==> config.mk <==
export PLATFORM = sky130hd
export DESIGN_NAME = gerador_rodadas
export DESIGN_NICKNAME = d
export VERILOG_FILES = /design/src/rtl/gerador_rodadas.sv
export SDC_FILE = /design/constraint.sdc
export NUM_CORES = 1
export LEC_CHECK = 0
export ABC_AREA = 0
export CORE_MARGIN = 3
export CORE_UTILIZATION = 60
export DETAILED_ROUTE_END_ITERATION = 10
export DONT_BUFFER_PORTS = 1
export GPL_TIMING_DRIVEN = 0
export HOLD_SLACK_MARGIN = 0.06
export MAX_ROUTING_LAYER = met4
export PLACE_DENSITY = 0.83
export SYNTH_ARGS = -nofsm -noshare
export SYNTH_HDL_FRONTEND = slang
export SYNTH_SLANG_ARGS = --single-unit
==> constraint.sdc <==
create_clock -name clock -period 2.27 [get_ports clock]
set_input_delay 0.454 -clock clock [delete_from_list [all_inputs] [get_ports clock]]
set_output_delay 0.454 -clock clock [all_outputs]
set_load 0.005 [all_outputs]
==> src/rtl/gerador_rodadas.sv <==
`default_nettype none
// ============================================================================
// Module   : gerador_rodadas
// Purpose  : Round sequencer for the band-guessing game. Each round draws a
//            pseudo-random 10 cm band, then repeatedly waits, requests a
//            measurement and listens for a hit, until the player hits or runs
//            out of measurements. Rounds are counted and hits are scored.
// Revision : 1.0 - initial release
// ----------------------------------------------------------------------------
// Ports
//   clock      in   1   system clock, rising edge
//   reset      in   1   asynchronous reset, active low
//   iniciar    in   1   start-game request (honoured only in OCIOSO/FIM)
//   acertou    in   1   hit pulse from medidor_faixa (honoured only in AGUARDA)
//   medir      out  1   one-cycle measure request
//   upperL     out  12  upper band limit, 3-digit BCD cm
//   lowerL     out  12  lower band limit, 3-digit BCD cm
//   rodada     out  4   current round, 0-based
//   pontos     out  4   rounds hit so far
//   em_jogo    out  1   game in progress
//   fim        out  1   game over
//   db_estado  out  3   current state encoding
// ============================================================================
module gerador_rodadas #(
  parameter int INTERVALO   = 3_000_000,
  parameter int JANELA      = 1_500_000,
  parameter int MEDIDAS     = 8,
  parameter int NUM_RODADAS = 8
) (
  input  logic        clock,
  input  logic        reset,
  input  logic        iniciar,
  input  logic        acertou,
  output logic        medir,
  output logic [11:0] upperL,
  output logic [11:0] lowerL,
  output logic [3:0]  rodada,
  output logic [3:0]  pontos,
  output logic        em_jogo,
  output logic        fim,
  output logic [2:0]  db_estado
);

  // One timer serves both ESPERA and AGUARDA, so it is sized for the longer.
  localparam int C_TIMER_MAX = (INTERVALO > JANELA) ? INTERVALO : JANELA;
  localparam int C_TIMER_W   = (C_TIMER_MAX > 1) ? $clog2(C_TIMER_MAX) : 1;
  localparam int C_MED_W     = $clog2(MEDIDAS + 1);
  localparam logic [7:0] C_SEMENTE = 8'hA5;

  typedef enum logic [2:0] {
    OCIOSO  = 3'd0,
    SORTEIA = 3'd1,
    ESPERA  = 3'd2,
    MEDE    = 3'd3,
    AGUARDA = 3'd4,
    PROXIMA = 3'd5,
    FIM     = 3'd6
  } estado_t;

  estado_t              r_estado;
  estado_t              w_prox_estado;
  logic [C_TIMER_W-1:0] r_timer;
  logic [C_MED_W-1:0]   r_medidas;
  logic [7:0]           r_lfsr;
  logic [11:0]          r_upper;
  logic [11:0]          r_lower;
  logic [3:0]           r_rodada;
  logic [3:0]           r_pontos;

  logic                 w_fim_espera;
  logic                 w_fim_janela;
  logic                 w_ultima_rodada;
  logic                 w_realim;
  logic [3:0]           w_digito_inf;
  logic [3:0]           w_digito_sup;

  assign w_fim_espera    = (r_timer == C_TIMER_W'(INTERVALO - 1));
  assign w_fim_janela    = (r_timer == C_TIMER_W'(JANELA - 1));
  assign w_ultima_rodada = (r_rodada == 4'(NUM_RODADAS - 1));
  assign w_realim        = r_lfsr[7] ^ r_lfsr[5] ^ r_lfsr[4] ^ r_lfsr[3];

  // Tens digit of the band: idx 0..7 gives lower 1..8, upper 2..9, so the
  // digits always stay valid BCD.
  assign w_digito_inf = {1'b0, r_lfsr[2:0]} + 4'd1;
  assign w_digito_sup = {1'b0, r_lfsr[2:0]} + 4'd2;

  // --------------------------------------------------------------------------
  // State register
  // --------------------------------------------------------------------------
  always_ff @(posedge clock or negedge reset) begin
    if (!reset) begin
      r_estado <= OCIOSO;
    end else begin
      r_estado <= w_prox_estado;
    end
  end

  // --------------------------------------------------------------------------
  // Next state and state-decoded outputs
  // --------------------------------------------------------------------------
  always_comb begin
    w_prox_estado = r_estado;
    medir         = 1'b0;
    em_jogo       = 1'b1;
    fim           = 1'b0;
    db_estado     = r_estado;

    case (r_estado)
      OCIOSO: begin
        em_jogo = 1'b0;
        if (iniciar) w_prox_estado = SORTEIA;
      end
      SORTEIA: w_prox_estado = ESPERA;
      ESPERA: begin
        if (w_fim_espera) w_prox_estado = MEDE;
      end
      MEDE: begin
        medir         = 1'b1;
        w_prox_estado = AGUARDA;
      end
      AGUARDA: begin
        // A hit in the very cycle the window closes still counts.
        if (acertou) begin
          w_prox_estado = PROXIMA;
        end else if (w_fim_janela) begin
          w_prox_estado = (r_medidas == C_MED_W'(MEDIDAS)) ? PROXIMA : ESPERA;
        end
      end
      PROXIMA: w_prox_estado = w_ultima_rodada ? FIM : SORTEIA;
      FIM: begin
        em_jogo = 1'b0;
        fim     = 1'b1;
        if (iniciar) w_prox_estado = SORTEIA;
      end
      default: begin
        em_jogo       = 1'b0;
        w_prox_estado = OCIOSO;
      end
    endcase
  end

  // --------------------------------------------------------------------------
  // Datapath: timer, measurement counter, LFSR, band, round and score
  // --------------------------------------------------------------------------
  always_ff @(posedge clock or negedge reset) begin
    if (!reset) begin
      r_timer   <= '0;
      r_medidas <= '0;
      r_lfsr    <= C_SEMENTE;
      r_upper   <= 12'h000;
      r_lower   <= 12'h000;
      r_rodada  <= 4'd0;
      r_pontos  <= 4'd0;
    end else begin
      // The timer restarts on every state change, so each timed state starts
      // counting from zero on entry.
      if ((w_prox_estado != r_estado) ||
          !((r_estado == ESPERA) || (r_estado == AGUARDA))) begin
        r_timer <= '0;
      end else begin
        r_timer <= r_timer + 1'b1;
      end

      case (r_estado)
        OCIOSO, FIM: begin
          if (iniciar) begin
            r_rodada  <= 4'd0;
            r_pontos  <= 4'd0;
            r_medidas <= '0;
          end
        end
        SORTEIA: begin
          r_lfsr    <= {r_lfsr[6:0], w_realim};
          r_lower   <= {4'h0, w_digito_inf, 4'h0};
          r_upper   <= {4'h0, w_digito_sup, 4'h0};
          r_medidas <= '0;
        end
        MEDE: r_medidas <= r_medidas + 1'b1;
        AGUARDA: begin
          if (acertou) r_pontos <= r_pontos + 4'd1;
        end
        PROXIMA: begin
          if (!w_ultima_rodada) r_rodada <= r_rodada + 4'd1;
        end
        default: ;
      endcase
    end
  end

  assign upperL = r_upper;
  assign lowerL = r_lower;
  assign rodada = r_rodada;
  assign pontos = r_pontos;

endmodule
`default_nettype wire
# Word level (Yosys, flattened, before mapping)
# Index checks and enable logic that the tools add are counted.
[totals] inputBits=4 regBits=53 output_inout_bits=38
[op_classes] n_mux=17 n_addsub=6 eq_ne=14 bitwise_logic=3 reduce_logical=12
[op_table] op="adder 22 x 1 -> 22 bit (second input constant)" count=1
[op_table] op="== test 22 x 21 -> 1 bit (second input constant)" count=1
[op_table] op="== test 22 bit (second input constant)" count=1
[op_table] op="2-to-1 mux 22 bit" count=1
[op_table] op="2-to-1 mux 3 bit" count=6
[op_table] op="one-hot mux 3 bit (6 select lines)" count=1
[op_table] op="one-hot mux 4 bit (2 select lines)" count=2
[op_table] op="adder 4 x 1 -> 4 bit (second input constant)" count=3
[op_table] op="2-to-1 mux 4 bit" count=3
[op_table] op="one-hot mux 4 bit (3 select lines)" count=1
[op_table] op="== test 3 bit (second input constant)" count=3
[op_table] op="== test 3 x 2 -> 1 bit (second input constant)" count=2
[op_table] op="AND reduction 3 bit" count=2
[op_table] op="OR reduction 5 bit" count=1
[op_table] op="adder 3 x 1 -> 4 bit (second input constant)" count=1
[op_table] op="adder 3 x 2 -> 4 bit (second input constant)" count=1
[op_table] op="== test 4 x 3 -> 1 bit (second input constant)" count=1
[op_table] op="== test 4 bit (second input constant)" count=1
[op_table] op="!= test 2 bit (second input constant)" count=2
[op_table] op="nonzero test 2 bit" count=2
[op_table] op="== test 3 x 1 -> 1 bit (second input constant)" count=1
[op_table] op="zero test 3 bit" count=1
[op_table] op="2-to-1 mux 1 bit" count=3
[op_table] op="!= test 3 bit" count=1
[op_table] op="other kinds (7)" count=10

# Depth between registers and ports, before layout
# Gate-level depths: netlist (run 1).
[logic_depth] ltp_word=8 ltp_mapped=7 mapped_depth_nobuf=6

# Least setup slack after synthesis (run 1)
# Ideal clock, no wire load.
[synth_timing] path_type="flip-flop to flip-flop" start="register r_medidas[0]" end="register r_timer[2]" period_less_slack_ns=2.012 path_stages_with_launch=8 required_ns=2.143 t_arrival_ns=1.885 path_slack_ns=0.258 path_cell_list="dfrtp_1 inv_1 ha_1 and3b_1 or3_1 a2111oi_4 buf_2 nor3_1"
[synth_via] elab_chain_len=8
[synth_lines] element="start: declaration" line="63" text="logic [C_MED_W-1:0] r_medidas;"
[synth_lines] element="start signal: assignment" line="178" text="MEDE: r_medidas <= r_medidas + 1'b1;"
[synth_lines] element="== test 4 bit" line="126" text="w_prox_estado = (r_medidas == C_MED_W'(MEDIDAS)) ? PROXIMA : ESPERA;"
[synth_lines] element="2-to-1 mux 3 bit" line="126"
[synth_lines] element="2-to-1 mux 3 bit" line="125" text="end else if (w_fim_janela) begin"
[synth_lines] element="2-to-1 mux 3 bit" line="123" text="if (acertou) begin"
[synth_lines] element="one-hot mux 3 bit (6 select lines)" line="108" text="case (r_estado)"
[synth_lines] element="!= test 3 bit" line="157" text="if ((w_prox_estado != r_estado) ||"
[synth_lines] element="logical OR 1 bit" line="157"
[synth_lines] element="2-to-1 mux 22 bit" line="157"
[synth_lines] element="end signal: assignment" line="161" text="r_timer <= r_timer + 1'b1;"
[synth_lines] element="end: declaration" line="62" text="logic [C_TIMER_W-1:0] r_timer;"
# No other way between the ends.
# A chain may end at the register's enable or synchronous reset.

# Final worst setup path (run 1)
[layout_timing] start="register r_medidas[0]" end="register r_timer[20]"
# The elaborated chain is that of the path after synthesis.

==> results.md, run 1 <==
- Sequential area share after synthesis: 43.32%
- Count of routing violations after the opening detailed-route iteration: 161
- Switching portion of total power: 38.84%
- Peak supply drop: 749.1 µV
- Summed instance area of the synthesized netlist: 3015 µm²
- Final HPWL DP: 4.196 mm
- Fill count: 378
- Required time at the endpoint of the critical path: 2460 ps
- Internal power contribution: 0.001740 W
- Syn_area_per_cell: 9.512 µm²
- Antenna diodes: 0
- Post-synth cell types: 58
- Wire length per cell after detailed routing: 14.74 µm
- Via count of the first global-routing pass: 2311
- Number of H-tree branching levels: 2
- Layout Skew: 14.76 ps
- Antenna violations before repair: 0
- Synth area leader: sky130_fd_sc_hd__dfrtp_1
- Max Cap Violations: 0
- Layout net count: 354
- Max clock buf depth: 2
- Total I/O pin count: 42
- Library cell with the highest instance count after synthesis: sky130_fd_sc_hd__nand2_1
- Global-route wire length before repair: 10.41 mm
- Hold violation total from the final report: 0
- Worst Slack Setup Final: 84.86 ps
- DRC Markers: 0
- Sinks on the clock net: 52
- Starting density of the core: 63.01%
- EDFF count, synth: 0
- Outcome: finished clean
- Total of flip-flops plus latches after synthesis: 52
- Setup WS pre-CTS: -13.30 ps
- Standard-cell row count: 25
- Total design power: 0.002845 W
- Number of slew-limit violations in the final report: 0
- # port buffers: 0
- Worst min path class: primary input to flop
- Horiz. Die Dim: 76.89 µm
- Slew of the pin with the lowest slew margin: 584.8 ps
- Final critical delay including setup and external delays: 2185 ps
- Die H: 76.89 µm
- Area share of the largest cell type after synthesis: 39.83%
- Final Wtd Congestion: 0.8287
- Power density relative to cell area: 858.0 nW/µm²
- Switch Pwr: 0.001105 W
- Clock buffer count from CTS: 5
- Fraction of registers with async set or reset after synthesis: 100.0%
- Synthesized instance count: 317
- Footprint of the multi-input gates: 1523 µm²
- Top area cells in the synthesized netlist: sky130_fd_sc_hd__dfrtp_1 40%, sky130_fd_sc_hd__nand2_1 6.2%, sky130_fd_sc_hd__buf_4 5.0%
- Crit path capture type: flop
- Final global-route overflow total: 0
- Clock power share: 19.2%
- Flop pwr share: 46.9%
- Number of nets with antenna violations after detailed routing: 0
- Startpoint kind of the worst setup timing path: flop
- Total routing resource utilization after global routing: 22.23%
- Max Fanout on Critical Path: 10
- Period utilisation layout: 96.26%
- Seq. cell area: 1306 µm²
- Drt pass-1 iters: 4
- Avg Vias per Cell: 5.813
- Portion of total power attributed to combinational logic: 33.9%
- Vias: 2389
- Arrival time of the worst setup path: 2370 ps
- Worst setup path class: flop to flop
- Synth-to-layout area growth: 9.959%
- Total routed wirelength: 6.060 mm
- Upper clock frequency limit: 457.6 MHz
- Final number of setup-violating endpoints: 0
- Clock latency on the worst-skew pair: 320 ps
- YS warnings: 0
- Pin count of the biggest net entering global routing: 53
- CTS Root Buffer Type: sky130_fd_sc_hd__clkbuf_8
- Clock-pin slew reported for the worst setup and hold paths after clock tree synthesis: 110 ps
- Headroom to the max-slew limit: 60.48%
- TritonCTS clock tree: yes
- Summed negative setup slack over all endpoints: 0 ps
- Most used flip-flop cell after synthesis: sky130_fd_sc_hd__dfrtp_1
- Most frequent cells after synthesis: 50 x sky130_fd_sc_hd__nand2_1, 48 x sky130_fd_sc_hd__dfrtp_1, 20 x sky130_fd_sc_hd__buf_4
- Die footprint: 5912 µm²
- Fraction of final layout cells sized beyond drive strength 1: 17.15%
- Leak pwr: 1.434 nW
- Core Region: 4786 µm²
state kept, by name, summed over array words and instances (netlist names):
signal	count
pontos	4
lowerL	4
r_medidas	4
r_lfsr	8
r_timer	22
upperL	3
db_estado	3
rodada	4
final cells by class:
class	count	area share, %
inverter	8	0.9057
clock inverter	3	0.6415
timing repair buffer	5	1.811
tap	67	2.528
clock buffer	5	2.075
multi-input combinational	238	45.92
buffer	33	6.717
sequential	52	39.40
kinds of logic after synthesis:
| group | count (synthesis) | share of synthesized area [%] |
|---|---|---|
| and+or+nand+nor | 148 | 26.60 |
| DFF | 52 | 43.32 |
| AOI/OAI and AO/OA | 46 | 12.41 |
| buffers and inverters | 42 | 8.216 |
| xor gates and xnor gates | 16 | 4.647 |
| adders and majority gates | 7 | 2.904 |
| muxes | 5 | 1.784 |
| other | 1 | 0.1244 |
cell usage in the layout (no fill, tap or decap), types with 3 or more instances in the layout:
cell type	n
sky130_fd_sc_hd__nand2_1	50
sky130_fd_sc_hd__o21ai_0	10
sky130_fd_sc_hd__inv_1	8
sky130_fd_sc_hd__or3_1	9
sky130_fd_sc_hd__or4_1	4
sky130_fd_sc_hd__nor3_1	16
sky130_fd_sc_hd__o31ai_1	5
sky130_fd_sc_hd__nor2_1	8
sky130_fd_sc_hd__nor2b_1	3
sky130_fd_sc_hd__and2_1	3
sky130_fd_sc_hd__and4_1	3
sky130_fd_sc_hd__ha_1	7
sky130_fd_sc_hd__a21oi_1	5
sky130_fd_sc_hd__dfrtp_1	48
sky130_fd_sc_hd__dfstp_2	4
sky130_fd_sc_hd__buf_2	4
sky130_fd_sc_hd__xnor2_1	11
sky130_fd_sc_hd__nand4_1	10
sky130_fd_sc_hd__clkbuf_8	5
sky130_fd_sc_hd__and3_1	5
sky130_fd_sc_hd__conb_1	16
sky130_fd_sc_hd__a211oi_2	5
sky130_fd_sc_hd__buf_4	25
sky130_fd_sc_hd__a211oi_1	5
sky130_fd_sc_hd__xor2_1	5
sky130_fd_sc_hd__nand2b_1	4
sky130_fd_sc_hd__clkbuf_1	5
sky130_fd_sc_hd__nand3_1	12
sky130_fd_sc_hd__nor4b_1	4
sky130_fd_sc_hd__nor4_1	3
power by group through the flow:
stage / logic [W] / clock network, W / registers [W]
finish: 0.000964 / 0.000547 / 0.00133
global route: 0.00110 / 0.000590 / 0.00137
CTS: 0.000952 / 0.000558 / 0.00134
detailed placement: 0.000925 / 0 / 0.00136
global placement: 0.000897 / 0 / 0.00134
floorplan: 0.000761 / 0 / 0.00130
critical path, stage by stage, from the launching register on:
cell                        delay [ps]
sky130_fd_sc_hd__dfrtp_1           440
sky130_fd_sc_hd__inv_1              70
sky130_fd_sc_hd__ha_1              190
sky130_fd_sc_hd__and3b_1           210
sky130_fd_sc_hd__or3_1             360
sky130_fd_sc_hd__a2111oi_4         460
sky130_fd_sc_hd__buf_4             270
sky130_fd_sc_hd__a211oi_1           60
through the flow:
stage,std cells,hold WS [ps],util [%],area [µm²]
floorplan,332,158.4,-,3072
CTS,408,363.0,68.65,3286
detailed placement,399,160.6,65.93,3156
finish,411,372.7,69.28,3316
global route,411,376.4,69.28,3316
global placement,399,160.5,65.93,3156
layer usage:
metal | global-route usage (%) | routed length, µm
met5 | - | 0
met3 | 5.047 | 296
met2 | 36.50 | 3007
met4 | 7.246 | 90
met1 | 27.27 | 2665
worst paths after layout:
check	from	end	slack, ps	depth (start not counted)
min in group asynchronous	reset	db_estado[2]	630	2
worst min-delay path	iniciar	db_estado[2]	370	2
worst max-delay path	r_medidas[0]	r_timer[20]	80	7
max in group asynchronous	reset	r_lfsr[5]	1340	2
worst max register to register	r_medidas[0]	r_timer[20]	80	7
worst min register to register	r_lfsr[5]	r_lfsr[5]	480	2
what timing repair did:
item / CTS / global route
setup endpoints to repair: 10 / 23
pin swaps: 0 / 2
resized for setup: 3 / 3
endpoints found under the hold margin: 52 / 0
buffers inserted: 0 / 3
hold buffers: 2 / 0
Note: power is estimated with default switching activity, not from simulation.
==> run 2, diff against run 1 <==
- clock period: 2.27 -> 2.65 ns (I/O delays scaled with it)
==> run 2 against run 1 <==
Net effect: final area shrank 0.91%; global-route usage grew 0.078 points; critical path type is now flop to output port; setup slack better by 160 ps.
==> results.md, run 2 (synthesized netlist as in run 1, its figures left out) <==
- Die H: 76.89 µm (unchanged)
- Slew of the pin with the lowest slew margin: 543.7 ps (-41.09 ps)
- TritonCTS clock tree: yes
- Final number of setup-violating endpoints: 0 (unchanged)
- Final Wtd Congestion: 0.8287 (unchanged)
- Startpoint kind of the worst setup timing path: flop
- WHS Endpoint: db_estado[2]
- Footprint of the multi-input gates: 1518 µm² (-0.33%)
- Hold violation total from the final report: 0 (unchanged)
- Starting density of the core: 63.01% (unchanged)
- Layout Skew: 14.65 ps (-0.1095 ps)
- Total I/O pin count: 42 (unchanged)
- Worst hold-check slack: 449.8 ps (+77.07 ps)
- Commonest non-fill, non-tap cell in the layout: sky130_fd_sc_hd__nand2_1
- Avg Vias per Cell: 5.812 (about the same)
- Drt pass-1 iters: 5 (+1)
- Leak pwr: 1.423 nW (-0.77%)
- Clock latency on the worst-skew pair: 320 ps (about the same)
- Pin count of the biggest net entering global routing: 53 (unchanged)
- Outcome: finished clean
- Synth-to-layout area growth: 8.963%
- CTS Root Buffer Type: sky130_fd_sc_hd__clkbuf_8
- Total setup buffers inserted after CTS: 0 (unchanged)
- Wire length per cell after detailed routing: 14.63 µm (-0.80%)
- Max Cap Violations: 0 (unchanged)
- Vias: 2377 (-0.50%)
- Total routing resource utilization after global routing: 22.31% (+0.078 points)
- Antenna diodes: 0 (unchanged)
- Setup slack, reg-to-reg: 330 ps (+250 ps)
- Via count of the first global-routing pass: 2319 (+0.35%)
- Fraction of final layout cells sized beyond drive strength 1: 16.37% (-0.78 points)
- Final design area excluding fillers: 3286 µm² (-0.91%)
- End of the worst register-to-register path: r_timer[20]
- Worst min path class: primary input to flop
- # port buffers: 0 (unchanged)
- DRC Markers: 0 (unchanged)
- Clock-pin slew reported for the worst setup and hold paths after clock tree synthesis: 100 ps (about the same)
- Worst reg2reg path startpoint: r_medidas[0]
- Met1 WL: 2.599 mm (-2.5%)
- Max clock buf depth: 2 (unchanged)
- Final critical delay including setup and external delays: 2407 ps
- Cell area reported after detailed placement: 3156 µm² (unchanged)
- Antenna violations before repair: 0 (unchanged)
- Clock buffer count from CTS: 5 (unchanged)
- Required time at the endpoint of the critical path: 2120 ps (-340 ps)
- Period utilisation layout: 90.81%
- Layout net count: 352 (-0.56%)
- Peak supply drop: 633.1 µV (-15%)
- Wire length on met3: 293 µm (-1.0%)
- Worst setup path class: flop to output port
- Unrepaired setup endpoints after global routing: false
- Worst Slack Setup Final: 243.4 ps (+158.6 ps)
- Largest register by flop count: r_timer
- Upper clock frequency limit: 415.5 MHz
- Power density relative to cell area: 739.2 nW/µm² (-14%)
- Count of routing violations after the opening detailed-route iteration: 136 (-16%)
- Start point of the worst hold path: iniciar
- Summed negative setup slack over all endpoints: 0 ps (unchanged)
- Number of slew-limit violations in the final report: 0 (unchanged)
- R2R depth: 7 (unchanged)
- Standard-cell row count: 25 (unchanged)
- Final HPWL DP: 4.196 mm (unchanged)
- Max Fanout on Critical Path: 10 (unchanged)
- Seq. cell area: 1306 µm² (unchanged)
- Largest register FFs: 22 (unchanged)
- Crit path capture type: output port
- Final global-route overflow total: 0 (unchanged)
- Global-route wire length before repair: 10.45 mm (+0.46%)
- Share of the core filled with cells in the final layout: 68.65% (-0.63 points)
- Setup WS pre-CTS: 366.7 ps (+380.0 ps)
- Die footprint: 5912 µm² (unchanged)
- Most frequent cells in the layout: 50 x sky130_fd_sc_hd__nand2_1, 48 x sky130_fd_sc_hd__dfrtp_1, 20 x sky130_fd_sc_hd__buf_4
- Worst Hold Depth: 2 (unchanged)
- Headroom to the max-slew limit: 63.26% (+2.8 points)
- Arrival time of the worst setup path: 1880 ps (-490 ps)
- Highest layer used for signal routing: met4
- Number of H-tree branching levels: 2 (unchanged)
- Horiz. Die Dim: 76.89 µm (unchanged)
- Met2 WL: 3.013 mm (+0.20%)
- Core Region: 4786 µm² (unchanged)
- Registers with the most flip-flops: r_timer x22, r_lfsr x8
- Sinks on the clock net: 52 (unchanged)
- Total routed wirelength: 5.982 mm (-1.3%)
- Fill count: 381 (+0.79%)
- Number of nets with antenna violations after detailed routing: 0 (unchanged)
[run 2: cell count changes in the layout (fill, tap and decap cells not counted)]
cell                       previous run  this run
sky130_fd_sc_hd__a22oi_2              1         0
sky130_fd_sc_hd__buf_2                4         6
sky130_fd_sc_hd__buf_4               25        20
sky130_fd_sc_hd__a22oi_1              0         1
sky130_fd_sc_hd__clkbuf_2             0         2
sky130_fd_sc_hd__clkbuf_4             1         0
[run 2: metrics by stage]
step / instances / total power (W)
after floorplan: 332 / 0.001764
after global placement: 399 / 0.001920
after detailed placement: 399 / 0.001954
after CTS: 409 / 0.002443
after global routing: 409 / 0.002610
final: 409 / 0.002429
[run 2: area by class of cell]
| class | instances | share of cell area [%] |
|---|---|---|
| inverter | 8 | 0.9139 |
| clock inverter | 3 | 0.6474 |
| sequential | 52 | 39.76 |
| multi-input combinational | 238 | 46.19 |
| tap | 67 | 2.551 |
| timing repair buffer | 2 | 1.142 |
| buffer | 34 | 6.702 |
| clock buffer | 5 | 2.094 |
[run 2: how the worst max path moves through the flow]
stage                      start    endpoint  slack (ps)  depth (start not counted)
global placement    db_estado[0]     em_jogo         400                          5
floorplan           r_medidas[0]  r_timer[2]         640                          7
CTS                 db_estado[0]     em_jogo          30                          5
global route        db_estado[0]     em_jogo          80                          5
detailed placement  r_medidas[0]  r_timer[2]         370                          7
finish              db_estado[0]     em_jogo         240                          5
[run 2: critical path, stage by stage, from the launching register on]
cell,delay [ps]
sky130_fd_sc_hd__dfrtp_1,390
sky130_fd_sc_hd__clkbuf_1,360
sky130_fd_sc_hd__clkbuf_2,300
sky130_fd_sc_hd__clkbuf_2,260
sky130_fd_sc_hd__nor3_1,70
sky130_fd_sc_hd__a21oi_1,170
[run 2: what timing repair did]
item	CTS	global route
endpoints found under the setup margin	0	1
hold buffers	2	0
gates resized for setup	0	3
endpoints found under the hold margin	52	0
[run 2: report_power, final]
| group | total (W) | internal, W | switching (W) |
|---|---|---|---|
| Combinational | 0.000819 | 0.000328 | 0.000491 |
| Clock | 0.000467 | 0.000188 | 0.000279 |
| Sequential | 0.00114 | 0.000972 | 0.000170 |
| Total | 0.00243 | 0.00149 | 0.000941 |
[run 2: per-layer routing]
layer,vias up,GRT usage (%)
met3,10,5.047
met5,-,-
met4,0,7.428
li1,1151,-
met2,56,36.59
met1,1160,27.35
==> run 3, diff against run 2 <==
- CORE_MARGIN: 3 -> 2
- HOLD_SLACK_MARGIN: 0.06 -> 0.08
- TNS_END_PERCENT: unset -> 50
==> run 3 against run 2 <==
Net effect: hold slack improved by 12 ps; via count fell by 3.2%; global-route usage rose by 0.78 points; register-to-register slack improved by 30 ps; clock power barely moved; count of clock-buffer cells in the layout did not move; critical path depth did not move; highest routed layer unchanged.
==> results.md, run 3 (synthesized netlist as in run 1, its figures left out) <==
- Die footprint: 5609 µm² (-5.1%)
- Flop pwr share: 47.0% (about the same)
- Worst setup path class: flop to output port
- Startpoint kind of the worst setup timing path: flop
- Most frequent cells in the layout: 50 x sky130_fd_sc_hd__nand2_1, 48 x sky130_fd_sc_hd__dfrtp_1, 20 x sky130_fd_sc_hd__buf_4
- TritonCTS clock tree: yes
- Max Cap Violations: 0 (unchanged)
- Required time at the endpoint of the critical path: 2120 ps (about the same)
- DRC Markers: 0 (unchanged)
- Bufs and invs on worst path: 3 (unchanged)
- Global-route wire length before repair: 9.715 mm (-7.1%)
- Standard-cell row count: 25 (unchanged)
- Internal power contribution: 0.001492 W (+0.22%)
- Max clock buf depth: 2 (unchanged)
- Clock latency on the worst-skew pair: 310 ps (about the same)
- Total design power: 0.002429 W (about the same)
- Switch Pwr: 0.0009373 W (-0.35%)
- Largest register by flop count: r_timer
- Wire length per cell after detailed routing: 14.04 µm (-4.0%)
- Final HPWL DP: 4.083 mm (-2.7%)
- Commonest non-fill, non-tap cell in the layout: sky130_fd_sc_hd__nand2_1
- Most used cell along the critical path: sky130_fd_sc_hd__clkbuf_2
- Clock power share: 19.1% (about the same)
- Leak pwr: 1.427 nW (+0.28%)
- Headroom to the max-slew limit: 64.95% (+1.7 points)
- Number of H-tree branching levels: 2 (unchanged)
- Setup WS pre-CTS: 392.9 ps (+26.22 ps)
- Registers with the most flip-flops: r_timer x22, r_lfsr x8
- Fill count: 379 (-0.52%)
- Summed negative setup slack over all endpoints: 0 ps (unchanged)
- Gate family responsible for the most delay along the worst path: buffers and inverters
- Seq. cell area: 1306 µm² (unchanged)
- Final number of setup-violating endpoints: 0 (unchanged)
- Arrival time of the worst setup path: 1850 ps (-30 ps)
- Horiz. Die Dim: 74.89 µm (-2.6%)
- Total routing resource utilization after global routing: 23.09% (+0.78 points)
- Via count of the first global-routing pass: 2231 (-3.8%)
- # port buffers: 0 (unchanged)
- Vias: 2302 (-3.2%)
- Footprint of the multi-input gates: 1518 µm² (unchanged)
- Avg Vias per Cell: 5.628 (-3.2%)
- Final global-route overflow total: 0 (unchanged)
- Max Fanout on Critical Path: 10 (unchanged)
- Total routed wirelength: 5.744 mm (-4.0%)
- Drt pass-1 iters: 4 (-1)
- Upper clock frequency limit: 419.6 MHz (+0.99%)
- Unrepaired setup endpoints after global routing: false
- Period utilisation layout: 89.93% (-0.89 points)
- Hold violation total from the final report: 0 (unchanged)
- Power density relative to cell area: 739.0 nW/µm² (about the same)
- Portion of total power attributed to combinational logic: 33.9% (+0.2 points)
- Total I/O pin count: 42 (unchanged)
- Clock-pin slew reported for the worst setup and hold paths after clock tree synthesis: 100 ps (about the same)
- Largest register FFs: 22 (unchanged)
- Switching portion of total power: 38.59% (-0.13 points)
- Slew of the pin with the lowest slew margin: 518.7 ps (-24.99 ps)
- Pin count of the biggest net entering global routing: 53 (unchanged)
- Count of routing violations after the opening detailed-route iteration: 140 (+2.9%)
- Fraction of final layout cells sized beyond drive strength 1: 16.37% (unchanged)
- Crit path capture type: output port
- Outcome: finished clean
- Antenna diodes: 0 (unchanged)
- Core Region: 4786 µm² (unchanged)
- Layout net count: 352 (unchanged)
- Share of the core filled with cells in the final layout: 68.68% (about the same)
- Highest-delay cell along the critical path: sky130_fd_sc_hd__dfrtp_1
- Worst min path class: primary input to flop
- Sinks on the clock net: 52 (unchanged)
- Critical Path Max Stage Delay: 380 ps (about the same)
- Layout Skew: 9.716 ps (-4.931 ps)
- Final Wtd Congestion: 0.7911 (-4.5%)
- Total setup buffers inserted after CTS: 0 (unchanged)
- CTS Root Buffer Type: sky130_fd_sc_hd__clkbuf_8
- Antenna violations before repair: 0 (unchanged)
- Number of slew-limit violations in the final report: 0 (unchanged)
- Cell area reported after detailed placement: 3156 µm² (unchanged)
- Final critical delay including setup and external delays: 2383 ps (-23.51 ps)
- Worst Slack Setup Final: 267.0 ps (+23.51 ps)
- Synth-to-layout area growth: 9.004% (about the same)
- Die H: 74.89 µm (-2.6%)
- Clock buffer count from CTS: 5 (unchanged)
- Critical-path cell list: clkbuf_1 > clkbuf_2 > clkbuf_2 > nor3_1 > a21oi_1
- Final design area excluding fillers: 3287 µm² (about the same)
- Starting density of the core: 63.01% (unchanged)
- Peak supply drop: 487.3 µV (-23%)
- Number of nets with antenna violations after detailed routing: 0 (unchanged)
## run 3: cell types whose count changed in the layout (fill, tap and decap cells not counted)
cell and delta:
sky130_fd_sc_hd__clkinv_4 +1, sky130_fd_sc_hd__clkinvlp_4 -1
## run 3: area by class of cell
| cell class | instances | share of cell area (%) |
|---|---|---|
| buffer | 34 | 6.700 |
| clock buffer | 5 | 2.094 |
| clock inverter | 3 | 0.6852 |
| inverter | 8 | 0.9136 |
| multi-input combinational | 238 | 46.17 |
| sequential | 52 | 39.74 |
| tap | 67 | 2.550 |
| timing repair buffer | 2 | 1.142 |
## run 3: final timing paths
path                         startpoint            to  slack, ps  cells after the start
max                        db_estado[0]       em_jogo        270                      5
min                             iniciar  db_estado[2]        460                      2
max reg2reg                r_medidas[0]    r_timer[2]        360                      7
min reg2reg                   r_lfsr[6]     r_lfsr[7]        480                      2
max in group asynchronous         reset     r_lfsr[5]       1640                      2
min in group asynchronous         reset  r_medidas[2]        710                      2
## run 3: layer usage
layer  part of all wire [%]  GRT usage [%]
met4                    1.2          7.540
met3                    3.8          4.150
met2                     49          38.30
met5                      0              -
met1                     46          28.63
## run 3: stage by stage
stage	std cells	hold WS (ps)
after global placement	399	235.8
final	409	461.8
after global routing	409	462.7
after CTS	409	444.0
after detailed placement	399	236.3
after floorplan	332	234.4
## run 3: power groups by stage
stage	clock network [W]	logic [W]	registers (W)
6_report	0.000464	0.000824	0.00114
5_1_grt	0.000500	0.000935	0.00116
4_1_cts	0.000479	0.000819	0.00114
3_5_place_dp	0	0.000795	0.00116
3_3_place_gp	0	0.000767	0.00115
2_1_floorplan	0	0.000652	0.00111
## run 3: timing repair
| item | in CTS | in global routing |
|---|---|---|
| gates resized for setup | 0 | 3 |
| hold buffers | 2 | 0 |
| hold endpoints to repair | 52 | 0 |
| endpoints found under the setup margin | 0 | 1 |
